===== config.mk =====
export PLATFORM = sky130hd
export DESIGN_NAME = auth_session_arbiter_flat
export DESIGN_NICKNAME = d
export VERILOG_FILES = /design/src/rtl/auth_pkg.sv /design/src/rtl/auth_session_arbiter_if.sv /design/src/rtl/rr_picker.sv /design/src/rtl/auth_session_arbiter.sv /design/src/flat_wrapper.sv
export SDC_FILE = /design/constraint.sdc
export NUM_CORES = 1
export LEC_CHECK = 0
export ABC_AREA = 1
export CAP_MARGIN = 20
export CELL_PAD_IN_SITES_DETAIL_PLACEMENT = 1
export CELL_PAD_IN_SITES_GLOBAL_PLACEMENT = 1
export CORE_UTILIZATION = 28
export CTS_CLUSTER_DIAMETER = 60
export DETAILED_ROUTE_END_ITERATION = 7
export GPL_TIMING_DRIVEN = 0
export PLACE_DENSITY_LB_ADDON = 0.1
export SETUP_SLACK_MARGIN = 0.02
export SLEW_MARGIN = 5
export SYNTH_ARGS = -nofsm -noshare
export SYNTH_HDL_FRONTEND = slang
export SYNTH_SLANG_ARGS = --single-unit

===== constraint.sdc =====
create_clock -name clk -period 1.7 [get_ports clk]
set_input_delay 0.51 -clock clk [delete_from_list [all_inputs] [get_ports clk]]
set_output_delay 0.51 -clock clk [all_outputs]
set_load 0.05 [all_outputs]

===== src/rtl/auth_pkg.sv =====
// Shared definitions for the auth session arbiter: FSM encoding, ID width and request kinds.
package auth_pkg;

    localparam int AUTH_ID_W = 5;

    typedef enum logic [1:0] {
        ST_IDLE    = 2'd0,
        ST_OWN     = 2'd1,
        ST_RELEASE = 2'd2
    } state_t;

    localparam logic KIND_LOGIN  = 1'b0;
    localparam logic KIND_LOGOUT = 1'b1;

endpackage


===== src/rtl/auth_session_arbiter_if.sv =====
// Terminal-side and engine-side signal bundle of the auth session arbiter.
interface auth_session_arbiter_if #(
    parameter int N_TERM = 4,
    parameter int ID_W   = 5
);
    logic [N_TERM-1:0]         term_enter;
    logic [4*N_TERM-1:0]       term_digit;
    logic [N_TERM-1:0]         term_logout;
    logic                      auth_enter;
    logic [3:0]                auth_digit;
    logic                      auth_gclogout;
    logic                      auth_login;
    logic                      auth_logout;
    logic [ID_W-1:0]           auth_id;
    logic                      grant_valid;
    logic [$clog2(N_TERM)-1:0] grant_idx;
    logic [N_TERM-1:0]         sess_active;
    logic [ID_W*N_TERM-1:0]    sess_id;

    modport master (
        input  term_enter, term_digit, term_logout, auth_login, auth_logout, auth_id,
        output auth_enter, auth_digit, auth_gclogout, grant_valid, grant_idx, sess_active, sess_id
    );

    modport slave (
        output term_enter, term_digit, term_logout, auth_login, auth_logout, auth_id,
        input  auth_enter, auth_digit, auth_gclogout, grant_valid, grant_idx, sess_active, sess_id
    );
endinterface


===== src/rtl/rr_picker.sv =====
// Combinational round-robin selector: first pending index at or after the pointer, wrapping.
module rr_picker #(
    parameter int N_TERM = 4,
    parameter int IDX_W  = 2
) (
    input  logic [N_TERM-1:0] i_pend,
    input  logic [IDX_W-1:0]  i_ptr,
    output logic [IDX_W-1:0]  o_idx,
    output logic              o_found
);
    int               w_j;
    logic [IDX_W-1:0] w_jidx;

    always_comb begin
        o_idx   = '0;
        o_found = 1'b0;
        w_j     = 0;
        w_jidx  = '0;
        for (int k = 0; k < N_TERM; k++) begin
            w_j = int'(i_ptr) + k;
            if (w_j >= N_TERM) w_j = w_j - N_TERM;
            w_jidx = IDX_W'(w_j);
            if (!o_found && i_pend[w_jidx]) begin
                o_found = 1'b1;
                o_idx   = w_jidx;
            end
        end
    end
endmodule


===== src/rtl/auth_session_arbiter.sv =====
// Round-robin owner of one shared auth engine across N_TERM terminals, with a per-terminal session table.
// Optional idle-grant abandonment is enabled by defining AUTH_TIMEOUT_EN.
module auth_session_arbiter
    import auth_pkg::*;
#(
    parameter int N_TERM      = 4,
    parameter int ID_W        = AUTH_ID_W,
    parameter int TIMEOUT_CYC = 1000000
) (
    input  logic                   clk,
    input  logic                   rst,
    auth_session_arbiter_if.master bus
);
    localparam int IDX_W = $clog2(N_TERM);

    state_t            r_state, w_next;
    logic [N_TERM-1:0] r_pend, r_kind, r_sess_active;
    logic [ID_W-1:0]   r_sess_id [N_TERM];
    logic [IDX_W-1:0]  r_ptr, r_owner, w_pick_idx;
    logic              w_pick_found, r_own_kind;
    logic              r_auth_enter, r_gclogout;
    logic [3:0]        r_auth_digit;
    logic [3:0]        w_digit [N_TERM];
    logic              w_own_enter, w_own_active, w_fwd, w_timeout, w_engine_done;

    for (genvar g = 0; g < N_TERM; g++) begin : g_map
        assign w_digit[g] = bus.term_digit[4*g +: 4];
        assign bus.sess_id[ID_W*g +: ID_W] = r_sess_id[g];
    end

    assign w_own_enter   = bus.term_enter[r_owner];
    assign w_own_active  = r_sess_active[r_owner];
    assign w_fwd         = (r_state == ST_OWN) && (r_own_kind == KIND_LOGIN);
    assign w_engine_done = bus.auth_login || bus.auth_logout;

    rr_picker #(.N_TERM(N_TERM), .IDX_W(IDX_W)) u_pick (
        .i_pend  (r_pend),
        .i_ptr   (r_ptr),
        .o_idx   (w_pick_idx),
        .o_found (w_pick_found)
    );

`ifdef AUTH_TIMEOUT_EN
    localparam int CNT_W = $clog2(TIMEOUT_CYC + 1);
    logic [CNT_W-1:0] r_idle_cnt;

    // Counts cycles since the last enter seen on auth_enter (value 0 on that cycle).
    always_ff @(posedge clk or negedge rst) begin
        if (!rst)                   r_idle_cnt <= '0;
        else if (r_state != ST_OWN) r_idle_cnt <= '0;
        else if (r_auth_enter)      r_idle_cnt <= CNT_W'(1);
        else                        r_idle_cnt <= r_idle_cnt + CNT_W'(1);
    end

    assign w_timeout = (r_state == ST_OWN) && (r_idle_cnt == CNT_W'(TIMEOUT_CYC - 1))
                       && !(w_fwd && w_own_enter);
`else
    logic w_unused_timeout;
    assign w_unused_timeout = (TIMEOUT_CYC > 0);
    assign w_timeout        = 1'b0;
`endif

    always_ff @(posedge clk or negedge rst) begin
        if (!rst) r_state <= ST_IDLE;
        else      r_state <= w_next;
    end

    always_comb begin
        w_next = r_state;
        case (r_state)
            ST_IDLE:    if (w_pick_found) w_next = ST_OWN;
            ST_OWN: begin
                if (w_engine_done)                                     w_next = ST_RELEASE;
                else if (r_own_kind == KIND_LOGOUT && !w_own_active)   w_next = ST_RELEASE;
                else if (w_timeout)                                    w_next = ST_RELEASE;
            end
            ST_RELEASE: w_next = ST_IDLE;
            default:    w_next = ST_IDLE;
        endcase
    end

    always_comb begin
        bus.grant_valid   = (r_state == ST_OWN);
        bus.grant_idx     = (r_state == ST_OWN) ? r_owner : '0;
        bus.auth_enter    = r_auth_enter;
        bus.auth_digit    = r_auth_digit;
        bus.auth_gclogout = r_gclogout;
        bus.sess_active   = r_sess_active;
    end

    always_ff @(posedge clk or negedge rst) begin
        if (!rst) begin
            r_pend        <= '0;
            r_kind        <= '0;
            r_ptr         <= '0;
            r_owner       <= '0;
            r_own_kind    <= KIND_LOGIN;
            r_auth_enter  <= 1'b0;
            r_auth_digit  <= '0;
            r_gclogout    <= 1'b0;
            r_sess_active <= '0;
            for (int i = 0; i < N_TERM; i++) r_sess_id[i] <= '0;
        end else begin
            r_auth_enter <= 1'b0;
            r_auth_digit <= '0;
            r_gclogout   <= 1'b0;

            // The first request pulse fixes the kind; repeats while pending are ignored.
            for (int i = 0; i < N_TERM; i++) begin
                if (r_state == ST_IDLE && w_pick_found && w_pick_idx == IDX_W'(i)) begin
                    r_pend[i] <= 1'b0;
                end else if (!r_pend[i] && (bus.term_enter[i] || bus.term_logout[i])
                             && !(r_state == ST_OWN && r_owner == IDX_W'(i))) begin
                    r_pend[i] <= 1'b1;
                    r_kind[i] <= bus.term_logout[i];
                end
            end

            case (r_state)
                ST_IDLE: if (w_pick_found) begin
                    r_owner    <= w_pick_idx;
                    r_own_kind <= r_kind[w_pick_idx];
                    if (r_kind[w_pick_idx] == KIND_LOGIN) begin
                        r_auth_enter <= 1'b1;
                        r_auth_digit <= w_digit[w_pick_idx];
                    end else if (r_sess_active[w_pick_idx]) begin
                        r_gclogout <= 1'b1;
                    end
                end
                ST_OWN: begin
                    if (w_fwd && w_next == ST_OWN) begin
                        r_auth_enter <= w_own_enter;
                        r_auth_digit <= w_digit[r_owner];
                    end
                    if (bus.auth_logout) begin
                        r_sess_active[r_owner] <= 1'b0;
                        r_sess_id[r_owner]     <= '0;
                    end else if (bus.auth_login) begin
                        r_sess_active[r_owner] <= 1'b1;
                        r_sess_id[r_owner]     <= bus.auth_id;
                    end else if (w_timeout) begin
                        r_gclogout <= 1'b1;
                    end
                end
                ST_RELEASE: r_ptr <= (r_owner == IDX_W'(N_TERM - 1)) ? '0 : r_owner + IDX_W'(1);
                default: ;
            endcase
        end
    end
endmodule


===== src/flat_wrapper.sv =====
// flat-port wrapper written by rule: the top's interface ports become plain ports
module auth_session_arbiter_flat import auth_pkg::*;
#(
    parameter int N_TERM      = 4,
    parameter int ID_W        = AUTH_ID_W,
    parameter int TIMEOUT_CYC = 1000000
)
  (clk, rst, bus_term_enter, bus_term_digit, bus_term_logout, bus_auth_login, bus_auth_logout, bus_auth_id, bus_auth_enter, bus_auth_digit, bus_auth_gclogout, bus_grant_valid, bus_grant_idx, bus_sess_active, bus_sess_id);
  auth_session_arbiter_if #(.N_TERM(N_TERM), .ID_W(ID_W)) bus_i ();
  input  logic clk;
  input  logic rst;
  input wire logic [$bits(bus_i.term_enter)-1:0] bus_term_enter;
  input wire logic [$bits(bus_i.term_digit)-1:0] bus_term_digit;
  input wire logic [$bits(bus_i.term_logout)-1:0] bus_term_logout;
  input wire logic [$bits(bus_i.auth_login)-1:0] bus_auth_login;
  input wire logic [$bits(bus_i.auth_logout)-1:0] bus_auth_logout;
  input wire logic [$bits(bus_i.auth_id)-1:0] bus_auth_id;
  output wire logic [$bits(bus_i.auth_enter)-1:0] bus_auth_enter;
  output wire logic [$bits(bus_i.auth_digit)-1:0] bus_auth_digit;
  output wire logic [$bits(bus_i.auth_gclogout)-1:0] bus_auth_gclogout;
  output wire logic [$bits(bus_i.grant_valid)-1:0] bus_grant_valid;
  output wire logic [$bits(bus_i.grant_idx)-1:0] bus_grant_idx;
  output wire logic [$bits(bus_i.sess_active)-1:0] bus_sess_active;
  output wire logic [$bits(bus_i.sess_id)-1:0] bus_sess_id;
  assign bus_i.term_enter = bus_term_enter;
  assign bus_i.term_digit = bus_term_digit;
  assign bus_i.term_logout = bus_term_logout;
  assign bus_i.auth_login = bus_auth_login;
  assign bus_i.auth_logout = bus_auth_logout;
  assign bus_i.auth_id = bus_auth_id;
  assign bus_auth_enter = bus_i.auth_enter;
  assign bus_auth_digit = bus_i.auth_digit;
  assign bus_auth_gclogout = bus_i.auth_gclogout;
  assign bus_grant_valid = bus_i.grant_valid;
  assign bus_grant_idx = bus_i.grant_idx;
  assign bus_sess_active = bus_i.sess_active;
  assign bus_sess_id = bus_i.sess_id;
  auth_session_arbiter #(.N_TERM(N_TERM), .ID_W(ID_W), .TIMEOUT_CYC(TIMEOUT_CYC)) u_core (.clk(clk), .rst(rst), .bus(bus_i));
endmodule

==> results.yml, run 1 <==
clocking:
  cts.sink_count: 45
  clock_path_buffers: 2
  clk_latency_ps: 300
  cts_root_buf: "clkbuf_8"
  path_clk_slew_ps: 100
  cts_tree: "yes"
  hold_buffers: 0
  htreeDepth: 2
  cts_buffers: 5
finish:
  area_delta_synth_final_pct: 57.51
  diodes: 0
  final_area_um2: 4054
  drive_gt1_share_pct: 33.92
  fin_nets: 491
setup_path:
  critPathCaptureType: "flop"
  start_kind: "flop"
  reg2reg_slack_ps: -220
  path_class: "reg -> reg"
  reg2reg_to: "u_core.bus.auth_digit[1]$_DFF_PN0_"
  crit_required_ps: 1920
  critPathMaxFanout: 6
  worst_ep_arrival_time_ps: 2140
  worst-r2r-cell-count: 13
  r2r_start: "u_core.r_ptr[0]$_DFFE_PN0N_"
floorplanning:
  start_util_pct: 29.23
  rows: 34
  die-area_um2: 9580
  io_pins: 66
  die_w_um: 97.88
  core_um2: 8806
  dieHeight_um: 97.88
timing:
  whs_ps: 188.5
  fin_crit_ps: 1918
  hold_viol: 0
  fin_skew_ps: 11.39
  period_share_pct: 112.8
  fin_ws_ps: -217.6
  tns_ps: -2347
  tightest_slew_ps: 574.5
  slew_viol_final: 0
  final-setup-viol-count: 14
  timing.slew.headroom_pct: 61.70
  fmax_mhz: 521.5
  rsz0062_at_grt: "yes"
yosys:
  synth_top_area_cell: "dfrtp_1"
  ys_warn_count: 0
  netlist_top_cells_count: "nand2_1 (144), dfrtp_1 (45), inv_1 (36), o21ai_0 (25), nor2_1 (22)"
  syn_avg_cell_area_um2: 7.291
  yosys-top-cells-area: "dfrtp_1 (44%), nand2_1 (21%), inv_1 (5.3%), o21ai_0 (4.9%), nor2_1 (3.2%)"
  synthesis.nets: 390
  synth_cell_types: 28
  yosysMostFrequentCell: "nand2_1"
  ys_ff_latch: 45
  async_flop_share_pct: 100.0
  syn-cell-area_um2: 2574
  ys.flop_type: "dfrtp_1"
  synthCells: 353
  synth_top_area_share_pct: 43.75
  synth_seq_area_share_pct: 43.75
  synth_edf_count: 0
route:
  via_count: 2659
  drt_iter0_drc: 60
  drc: 3
  wl_um: 8917
  detail_route.wl_per_cell_um: 15.87
  dr.pass1.iters: 6
  viasPerCell: 4.731
  ant_nets: 0
run_status:
  violations: "DRC, setup timing"
  status: "complete, but fails checks"
job:
  maxCapViolCount: 0
placed_design:
  placed_cell_area_um2: 3387
  place_hpwl_um: 6158
  port-buffer-count: 64
  place.gp.congestion: 0.7997
global_routing:
  grt_usage_pct: 19.60
  grt_pass1_vias: 2882
  antenna_found_initial: 0
  grt.overflow.total: 0
  grt_first_pass_wirelength_um: 14810
  grt_max_degree: 24
min_path:
  hold_class: "in -> async"
## placed cells by master (no fill, tap or decap), types with 9 or more instances in the layout
cell type	n
nand2_1	111
dfrtp_1	42
inv_1	31
nand2_2	30
clkdlybuf4s50_1	30
buf_4	24
clkdlybuf4s15_2	22
o21ai_0	18
nor2_1	14
a21oi_1	11
buf_6	10
nand2_4	10
nor2_4	9
## through the flow
stage / std cells / setup slack, ps / util, %
final: 562 / -217.6 / 46.04
after global routing: 562 / -348.4 / 46.04
after CTS: 548 / -234.7 / 43.29
after detailed placement: 526 / -852.3 / 38.46
after global placement: 525 / -1336 / 38.29
after floorplan: 353 / 10.26 / -
## worst max-delay path: stages, from the launching register on
cell and delay (ps):
dfrtp_2 450, buf_6 150, nand2_2 70, nand2_4 70, nand2_2 80, nand2_4 50
nor2_4 140, nand3_4 150, buf_4 170, nand4_1 70, nand2_1 70, nand2_2 90
nand3_4 120, o21bai_1 150
## per-layer routing
layer	vias up	global-route usage, %	share of wire, %
li1	1324	-	-
met1	1273	25.35	45
met2	52	33.64	50
met3	10	3.436	3.7
met4	0	5.245	1.4
met5	-	0	0
## final cells by class
cell class	instances	area [um^2]
Fill cell	1069	4752
Timing Repair Buffer	94	908.4
Buffer	6	50.05
Clock buffer	5	68.82
Tap cell	108	135.1
Sequential cell	45	1130
Clock inverter	2	35.03
Multi-Input combinational cell	260	1521
Inverter	42	205.2
## logic make-up (layout without fill, tap and decap cells)
kind of cell / Yosys count / count (layout) / share of synthesized area, %
AO/OA/AOI/OAI: 54 / 54 / 11.72
adder cells (fa/ha/maj): 4 / 4 / 1.945
flip-flops: 45 / 45 / 43.75
multiplexers: 4 / 4 / 1.750
buffers and inverters: 48 / 149 / 7.632
AND/OR/NAND/NOR: 198 / 198 / 33.20
## worst max-delay path by stage
stage	startpoint	to	slack, ps	cells past startpoint
after global placement	rst	u_core.bus.sess_id[3]$_DFFE_PN0P_	-1340	1
final	u_core.r_ptr[0]$_DFFE_PN0N_	u_core.bus.auth_digit[1]$_DFF_PN0_	-220	13
after detailed placement	u_core.r_owner[1]$_DFFE_PN0P_	bus_grant_idx[1]	-850	4
after floorplan	u_core.r_state[1]$_DFF_PN0_	bus_grant_idx[0]	10	3
after global routing	u_core.r_ptr[1]$_DFFE_PN0N_	u_core.bus.auth_digit[3]$_DFF_PN0_	-350	14
after CTS	u_core.r_ptr[0]$_DFFE_PN0N_	u_core.bus.auth_digit[0]$_DFF_PN0_	-230	14
## sequential cells by signal (all words and copies together) (netlist names), 2 cells and up, named ones only
| name | count |
|---|---|
| u_core.bus.sess_id | 20 |
| u_core.bus.auth_digit | 4 |
| u_core.r_kind | 4 |
| u_core.r_pend | 4 |
| u_core.r_owner | 2 |
| u_core.r_ptr | 2 |
| u_core.r_state | 2 |
## what timing repair did
item                                    4_1_cts  5_1_grt
resized for setup                           160       55
buffers inserted                             13       14
hold endpoints to repair                      0        0
cloned                                        2        0
endpoints found under the setup margin       70       28
pin swaps                                    23       24
Power of run 1 is left out: the tool's default activity adds up to more than one toggle a clock period on the data nets, which glitch-free logic cannot reach.
==> run 2, diff against run 1 <==
--- a/config.mk
+++ b/config.mk
@@ -9,6 +9,7 @@
 export CAP_MARGIN = 20
 export CELL_PAD_IN_SITES_DETAIL_PLACEMENT = 1
 export CELL_PAD_IN_SITES_GLOBAL_PLACEMENT = 1
+export CORE_MARGIN = 1
 export CORE_UTILIZATION = 28
 export CTS_CLUSTER_DIAMETER = 60
 export DETAILED_ROUTE_END_ITERATION = 7
==> results of run 2 <==
Final layout, timing and power as in run 1 (identical DEF).
Power of run 2 is left out for the same reason.
